==> config.mk <==
export PLATFORM = sky130hd
export DESIGN_NAME = sram_controller
export DESIGN_NICKNAME = d
export VERILOG_FILES = /design/src/rtl/sram_controller.sv
export SDC_FILE = /design/constraint.sdc
export NUM_CORES = 1
export LEC_CHECK = 0
export ABC_AREA = 1
export CAP_MARGIN = 20
export CORE_MARGIN = 2
export CORE_UTILIZATION = 46
export DETAILED_ROUTE_END_ITERATION = 8
export GPL_TIMING_DRIVEN = 0
export PLACE_DENSITY = 0.82
export SYNTH_ARGS = -nofsm -noshare
export SYNTH_HDL_FRONTEND = slang
export SYNTH_SLANG_ARGS = --single-unit
==> constraint.sdc <==
create_clock -name clk -period 2.6 [get_ports clk]
set_input_delay 0.39 -clock clk [delete_from_list [all_inputs] [get_ports clk]]
set_output_delay 0.39 -clock clk [all_outputs]
set_load 0.01 [all_outputs]
==> src/rtl/sram_controller.sv <==
// sram_controller: single-port asynchronous SRAM access sequencer.
// A host access runs through SETUP, STROBE (WAIT_CYCLES cycles) and HOLD, with
// registered active-low strobes. Defining SRAM_CTRL_VERIFY_EN enables a
// read-back verify pass after every write (VSETUP/VSTROBE/VHOLD) that sets the
// sticky wrErr flag on a mismatch. Without the macro, wrErr is tied to 0.
module sram_controller #(
  parameter int unsigned WAIT_CYCLES = 32'd2
) (
  input  logic        clk,
  input  logic        rst_n,
  input  logic        req,
  input  logic        rw,
  input  logic [10:0] hostAddr,
  input  logic [7:0]  hostWrData,
  output logic        ready,
  output logic [7:0]  rdData,
  output logic        rdValid,
  output logic        wrDone,
  output logic        wrErr,
  output logic [10:0] addr,
  output logic [7:0]  sramDataOut,
  input  logic [7:0]  sramDataIn,
  output logic        chipEnable,
  output logic        writeEnable,
  output logic        outputEnable
);

  localparam logic [3:0] CNT_LOAD = 4'(WAIT_CYCLES - 32'd1);

`ifdef SRAM_CTRL_VERIFY_EN
  typedef enum logic [2:0] {
    IDLE    = 3'd0,
    SETUP   = 3'd1,
    STROBE  = 3'd2,
    HOLD    = 3'd3,
    VSETUP  = 3'd4,
    VSTROBE = 3'd5,
    VHOLD   = 3'd6
  } state_t;
`else
  typedef enum logic [1:0] {
    IDLE   = 2'd0,
    SETUP  = 2'd1,
    STROBE = 2'd2,
    HOLD   = 2'd3
  } state_t;
`endif

  state_t      state_q, state_d;
  logic [3:0]  cnt_q, cnt_d;
  logic        rw_q, rw_d;
  logic [10:0] addr_q, addr_d;
  logic [7:0]  wdata_q, wdata_d;
  logic [7:0]  rd_data_q, rd_data_d;
  logic        ce_q, ce_d;
  logic        we_q, we_d;
  logic        oe_q, oe_d;
  logic        ready_q, ready_d;
  logic        rd_valid_q, rd_valid_d;
  logic        wr_done_q, wr_done_d;
`ifdef SRAM_CTRL_VERIFY_EN
  logic        wr_err_q, wr_err_d;
`endif

  // Next-state, latch/counter updates and registered-output decode of the next state.
  always_comb begin
    state_d    = state_q;
    cnt_d      = cnt_q;
    rw_d       = rw_q;
    addr_d     = addr_q;
    wdata_d    = wdata_q;
    rd_data_d  = rd_data_q;
`ifdef SRAM_CTRL_VERIFY_EN
    wr_err_d   = wr_err_q;
`endif

    case (state_q)
      IDLE: begin
        if (req) begin
          state_d = SETUP;
          rw_d    = rw;
          addr_d  = hostAddr;
          wdata_d = hostWrData;
        end else begin
          state_d = IDLE;
        end
      end
      SETUP: begin
        state_d = STROBE;
        cnt_d   = CNT_LOAD;
      end
      STROBE: begin
        if (cnt_q == 4'd0) begin
          state_d = HOLD;
          if (!rw_q) begin
            rd_data_d = sramDataIn;
          end else begin
            rd_data_d = rd_data_q;
          end
        end else begin
          cnt_d = cnt_q - 4'd1;
        end
      end
`ifdef SRAM_CTRL_VERIFY_EN
      HOLD: begin
        if (rw_q) begin
          state_d = VSETUP;
        end else begin
          state_d = IDLE;
        end
      end
      VSETUP: begin
        state_d = VSTROBE;
        cnt_d   = CNT_LOAD;
      end
      VSTROBE: begin
        if (cnt_q == 4'd0) begin
          state_d = VHOLD;
          if (sramDataIn != wdata_q) begin
            wr_err_d = 1'b1;
          end else begin
            wr_err_d = wr_err_q;
          end
        end else begin
          cnt_d = cnt_q - 4'd1;
        end
      end
      VHOLD: state_d = IDLE;
`else
      HOLD: state_d = IDLE;
`endif
      default: state_d = IDLE;
    endcase

    // Strobes and pulses are decoded from the state being entered so they register with it.
    ce_d       = 1'b1;
    we_d       = 1'b1;
    oe_d       = 1'b1;
    ready_d    = 1'b0;
    rd_valid_d = 1'b0;
    wr_done_d  = 1'b0;
    case (state_d)
      IDLE:  ready_d = 1'b1;
      SETUP: ce_d = 1'b0;
      STROBE: begin
        ce_d = 1'b0;
        if (rw_d) begin
          we_d = 1'b0;
        end else begin
          oe_d = 1'b0;
        end
      end
      HOLD: begin
        ce_d = 1'b0;
        if (!rw_d) begin
          rd_valid_d = 1'b1;
        end else begin
`ifdef SRAM_CTRL_VERIFY_EN
          wr_done_d = 1'b0;
`else
          wr_done_d = 1'b1;
`endif
        end
      end
`ifdef SRAM_CTRL_VERIFY_EN
      VSETUP: ce_d = 1'b0;
      VSTROBE: begin
        ce_d = 1'b0;
        oe_d = 1'b0;
      end
      VHOLD: begin
        ce_d      = 1'b0;
        wr_done_d = 1'b1;
      end
`endif
      default: ready_d = 1'b0;
    endcase
  end

  // State, latches and output registers; reset aborts any access in flight.
  always_ff @(posedge clk or negedge rst_n) begin
    if (!rst_n) begin
      state_q    <= IDLE;
      cnt_q      <= 4'd0;
      rw_q       <= 1'b0;
      addr_q     <= 11'd0;
      wdata_q    <= 8'd0;
      rd_data_q  <= 8'd0;
      ce_q       <= 1'b1;
      we_q       <= 1'b1;
      oe_q       <= 1'b1;
      ready_q    <= 1'b1;
      rd_valid_q <= 1'b0;
      wr_done_q  <= 1'b0;
`ifdef SRAM_CTRL_VERIFY_EN
      wr_err_q   <= 1'b0;
`endif
    end else begin
      state_q    <= state_d;
      cnt_q      <= cnt_d;
      rw_q       <= rw_d;
      addr_q     <= addr_d;
      wdata_q    <= wdata_d;
      rd_data_q  <= rd_data_d;
      ce_q       <= ce_d;
      we_q       <= we_d;
      oe_q       <= oe_d;
      ready_q    <= ready_d;
      rd_valid_q <= rd_valid_d;
      wr_done_q  <= wr_done_d;
`ifdef SRAM_CTRL_VERIFY_EN
      wr_err_q   <= wr_err_d;
`endif
    end
  end

  assign ready        = ready_q;
  assign rdData       = rd_data_q;
  assign rdValid      = rd_valid_q;
  assign wrDone       = wr_done_q;
  assign addr         = addr_q;
  assign sramDataOut  = wdata_q;
  assign chipEnable   = ce_q;
  assign writeEnable  = we_q;
  assign outputEnable = oe_q;
`ifdef SRAM_CTRL_VERIFY_EN
  assign wrErr        = wr_err_q;
`else
  assign wrErr        = 1'b0;
`endif

endmodule
==> Yosys cells after proc, flatten, opt, wreduce, memory -nomap -nowiden <==
Index checks and enable logic that the tools add are counted.
{ "op_classes": {"n_addsub": 1, "n_eq_ne": 7, "mux": 15, "bitwise": 1, "reduce_logical": 8} }
{ "ops": {"columns": ["op", "count"], "rows": [
  ["$mux 1", 11],
  ["$eq 2x2->1 const B", 4],
  ["$pmux 2 s4", 1],
  ["$pmux 4 s2", 1],
  ["$eq 2x1->1 const B", 2],
  ["$logic_not 2->1", 2],
  ["$logic_not 4->1", 1],
  ["$mux 4", 1],
  ["$reduce_and 2->1", 2],
  ["$sub 4x1->4 const B", 1],
  ["$reduce_and 3->1", 1],
  ["$reduce_or 3->1", 1],
  ["$mux 2", 1],
  ["$ne 2x2->1 const B", 1],
  ["$reduce_bool 2->1", 1],
  ["$not 1->1", 1]
]} }
{ "word_totals": {"register_bits": 40, "input_bits": 31, "output_inout_bits": 34} }

==> Depth between registers and ports, before layout <==
{ "depth": {"word_depth": 6, "depth_mapped": 8, "ltp_nobuf": 8} }

==> Worst setup path after synthesis <==
Ideal clock, no wire load.
{ "synth_timing": {"kind": "register to register", "from": "register state_q[0]", "to": "register addr_q[0] (netlist: addr[0])", "setup_ns": 0.128, "arrival_ns": 1.240, "slack_ns": 1.232, "stages_incl_launch_ff": 6, "path_cell_list": "dfrtp_1 -> inv_1 -> ha_1 -> nand2_1 -> buf_2 -> mux2_1"} }
{ "synth_between": {"elab_chain_cells": 2} }
{ "synth_lines": {"columns": ["item", "line", "text"], "rows": [
  ["from (decl)", "49", "state_t state_q, state_d;"],
  ["from (signal assigned)", "199", "state_q <= state_d;"],
  ["$logic_not 2->1", "77", "case (state_q)"],
  ["$reduce_and 2->1 (no line)", null, null],
  ["to (signal assigned)", "202", "addr_q <= addr_d;"],
  ["to (decl)", "52", "logic [10:0] addr_q, addr_d;"]
]} }
Every way passes these cells.
A chain may end at the register's enable or synchronous reset.

==> impl_metrics.json <==
{
  "path_delay_family": "buffers and inverters",
  "num_vias": 1198,
  "fmax_ghz": 0.5335,
  "cts_buffer_depth": 2,
  "synth_nets": 175,
  "power_switching_mw": 0.9818,
  "syn_area_um2": 1664,
  "fin_cells": 255,
  "ys_ff_latch": 39,
  "place_inst": 247,
  "pwr-share-seq": 0.378,
  "io_pins": 65,
  "worst-path-stages": 2,
  "slowest_stage": "dfstp_2",
  "required_ns": 2.21,
  "cts.htree.levels": 2,
  "leakage_nw": 1.108,
  "via_per_inst": 4.698,
  "yosysMostFrequentCell": "dfrtp_1",
  "hold_slack_ns": 0.1429,
  "cts_made_buffers": 5,
  "netlist.top_cell.by_area": "dfrtp_1",
  "peakVddDrop_mv": 0.6979,
  "min_period_ns": 1.874,
  "slew-limit-headroom": 0.4365,
  "cellInternalPower_mw": 1.830,
  "wire_per_inst_um": 13.40,
  "cpPeakStageDelay_ns": 0.54,
  "yosys.area.top_type_share": 0.5414,
  "core_um2": 3416,
  "antennaDiodeCount": 0,
  "num_rows": 21,
  "hold_path.class": "input port to asynchronous set/reset pin",
  "pwr-share-comb": 0.500,
  "syn_inst": 138,
  "syn2layout_area_growth_pct": 45.19,
  "holdBufCountCts": 0,
  "outcome": "completed",
  "drt_iter0_drc": 44,
  "die_area_um2": 4115,
  "maxCapViolations": 0,
  "cts.sinks": 39,
  "critical_path_class": "register to output port",
  "skew_ns": 0.01053,
  "overflow": 0,
  "gr-usage-all-layers": 0.1881,
  "hold_viol_final": 0,
  "setup_viol": 0,
  "place.detailed.hpwl_um": 2656,
  "finalPower_mw": 2.812,
  "pwr_density_cell_nw_per_um2": 1164,
  "synth_edf_count": 0,
  "cts_resized": 0,
  "path_max_fanout": 2,
  "cts_setup_buffers": 0,
  "rsz0062_at_grt": "no",
  "yosysSeqAreaShare": 0.5887,
  "drive_above_1_share": 0.1531,
  "rr_startpoint": "state_q[0]$_DFF_PN0_",
  "path_buf_inv": 2,
  "synth.avg_cell_area_um2": 12.06,
  "dr.pass1.iters": 4,
  "startpoint": "chipEnable$_DFF_PN1_",
  "clkPwrFrac": 0.122,
  "finalSetupTns_ns": 0,
  "synth_flop_cell": "dfrtp_1",
  "async_flop_share": 1.000,
  "drc": 0,
  "yosysWarnings": 0,
  "grt_max_degree": 40,
  "synth.distinct_cells": 25,
  "crit_chain": "buf_4, clkdlybuf4s50_1",
  "finalCritPeriodShare": 0.7209,
  "cts_tree": "done",
  "io_buffer_count": 63,
  "grt_pass1_vias": 1281,
  "reg2reg_depth": 5,
  "worstMarginPinSlew_ns": 0.8453,
  "cp-start-kind": "register",
  "critPathCaptureType": "output port",
  "fp.dieW_um": 64.15,
  "switching_share": 0.3491,
  "antenna_found_initial": 0,
  "insertion_delay_ns": 0.34,
  "place.gp.congestion": 0.8073,
  "drv_slew": 0,
  "nNetsFinal": 245,
  "wl_um": 3416,
  "arrival_ns": 1.48,
  "yosys-top-cells-area": "dfrtp_1 54%, mux2_1 13%, dfstp_2 4.7%",
  "cts.reportedPaths.clkPinSlew_ns": 0.10,
  "cts-root-buf": "clkbuf_4",
  "synthTopCellsByCount": "36 x dfrtp_1, 19 x mux2_1, 18 x nand2_1",
  "start_util": 0.4872,
  "detail-route-antenna-nets": 0,
  "die-height_um": 64.15,
  "grt_pass1_wl_um": 5802
}
==> cell families after synthesis <==
kind of cell | share of synthesized area
xor+xnor | 0.005264
fa+ha+maj | 0.04511
buf+inv | 0.06616
simple gates | 0.09924
mux | 0.1286
other cells | 0.002253
flops | 0.5887
compound gates | 0.06467
==> placed cells by master, fill, tap and decap left out, types with 3 or more instances in the layout <==
master,instances
clkdlybuf4s50_1,62
dfrtp_1,36
mux2_1,19
nand2_1,18
inv_1,16
o21ai_2,9
ha_1,6
nand3_1,5
clkbuf_4,5
nor2_1,4
inv_2,3
buf_4,3
dfstp_2,3
==> metrics by stage <==
| stage | util | area, µm² | worst slack (ns) |
|---|---|---|---|
| after detailed placement | 0.6872 | 2347 | 0.8863 |
| final | 0.7073 | 2416 | 0.7256 |
| after global placement | 0.6886 | 2352 | 0.2961 |
| after floorplan | - | 1664 | 1.232 |
| after CTS | 0.7073 | 2416 | 0.7052 |
| after global routing | 0.7073 | 2416 | 0.6618 |
==> sequential cells by signal, indices dropped and copies added (netlist names) <==
signal,cells
rdValid,1
chipEnable,1
state_q,2
rw_q,1
rdData,8
writeEnable,1
sramDataOut,8
wrDone,1
outputEnable,1
addr,11
cnt_q,4
==> area by class of cell <==
class / count / area (µm²)
fillers: 260 / 999.7
clock buffers: 8 / 68.82
well taps: 46 / 57.56
plain buffers: 5 / 38.79
repair buffers: 63 / 625.6
inverters: 19 / 71.32
multi-input cells: 75 / 574.3
flip-flops and latches: 39 / 979.7
==> per-layer routing <==
metal | vias to the layer above | global-route usage | part of all wire
li1 | 582 | - | -
met1 | 573 | 0.2133 | 0.38
met2 | 35 | 0.3307 | 0.54
met3 | 8 | 0.06162 | 0.059
met4 | 0 | 0.06649 | 0.020
met5 | - | 0 | 0
==> power by group through the flow <==
stage | combinational [mW] | clock [mW] | sequential [mW]
2_1_floorplan | 0.606 | 0 | 1.18
3_3_place_gp | 1.36 | 0 | 1.06
3_5_place_dp | 1.42 | 0 | 1.08
4_1_cts | 1.43 | 0.356 | 1.07
5_1_grt | 1.54 | 0.387 | 1.10
6_report | 1.41 | 0.343 | 1.06
==> worst register-to-register path, delay by kind of cell, from the launching register on <==
family / cells / cell delay, ns
flip-flops: 1 / 0.38
buffers and inverters: 2 / 0.36
multiplexers: 1 / 0.36
adder cells (fa/ha/maj): 1 / 0.21
AND/OR/NAND/NOR: 1 / 0.12
==> worst paths after layout <==
kind / end / slack [ns]
min: addr[0]$_DFFE_PN0P_ / 0.14
min in group clk: cnt_q[0]$_DFFE_PN0P_ / 0.49
max in group asynchronous: addr[4]$_DFFE_PN0P_ / 1.92
max reg2reg: addr[6]$_DFFE_PN0P_ / 1.07
max: ready / 0.73
min reg2reg: cnt_q[0]$_DFFE_PN0P_ / 0.49
No activity file was read; power rests on OpenSTA's default activity.
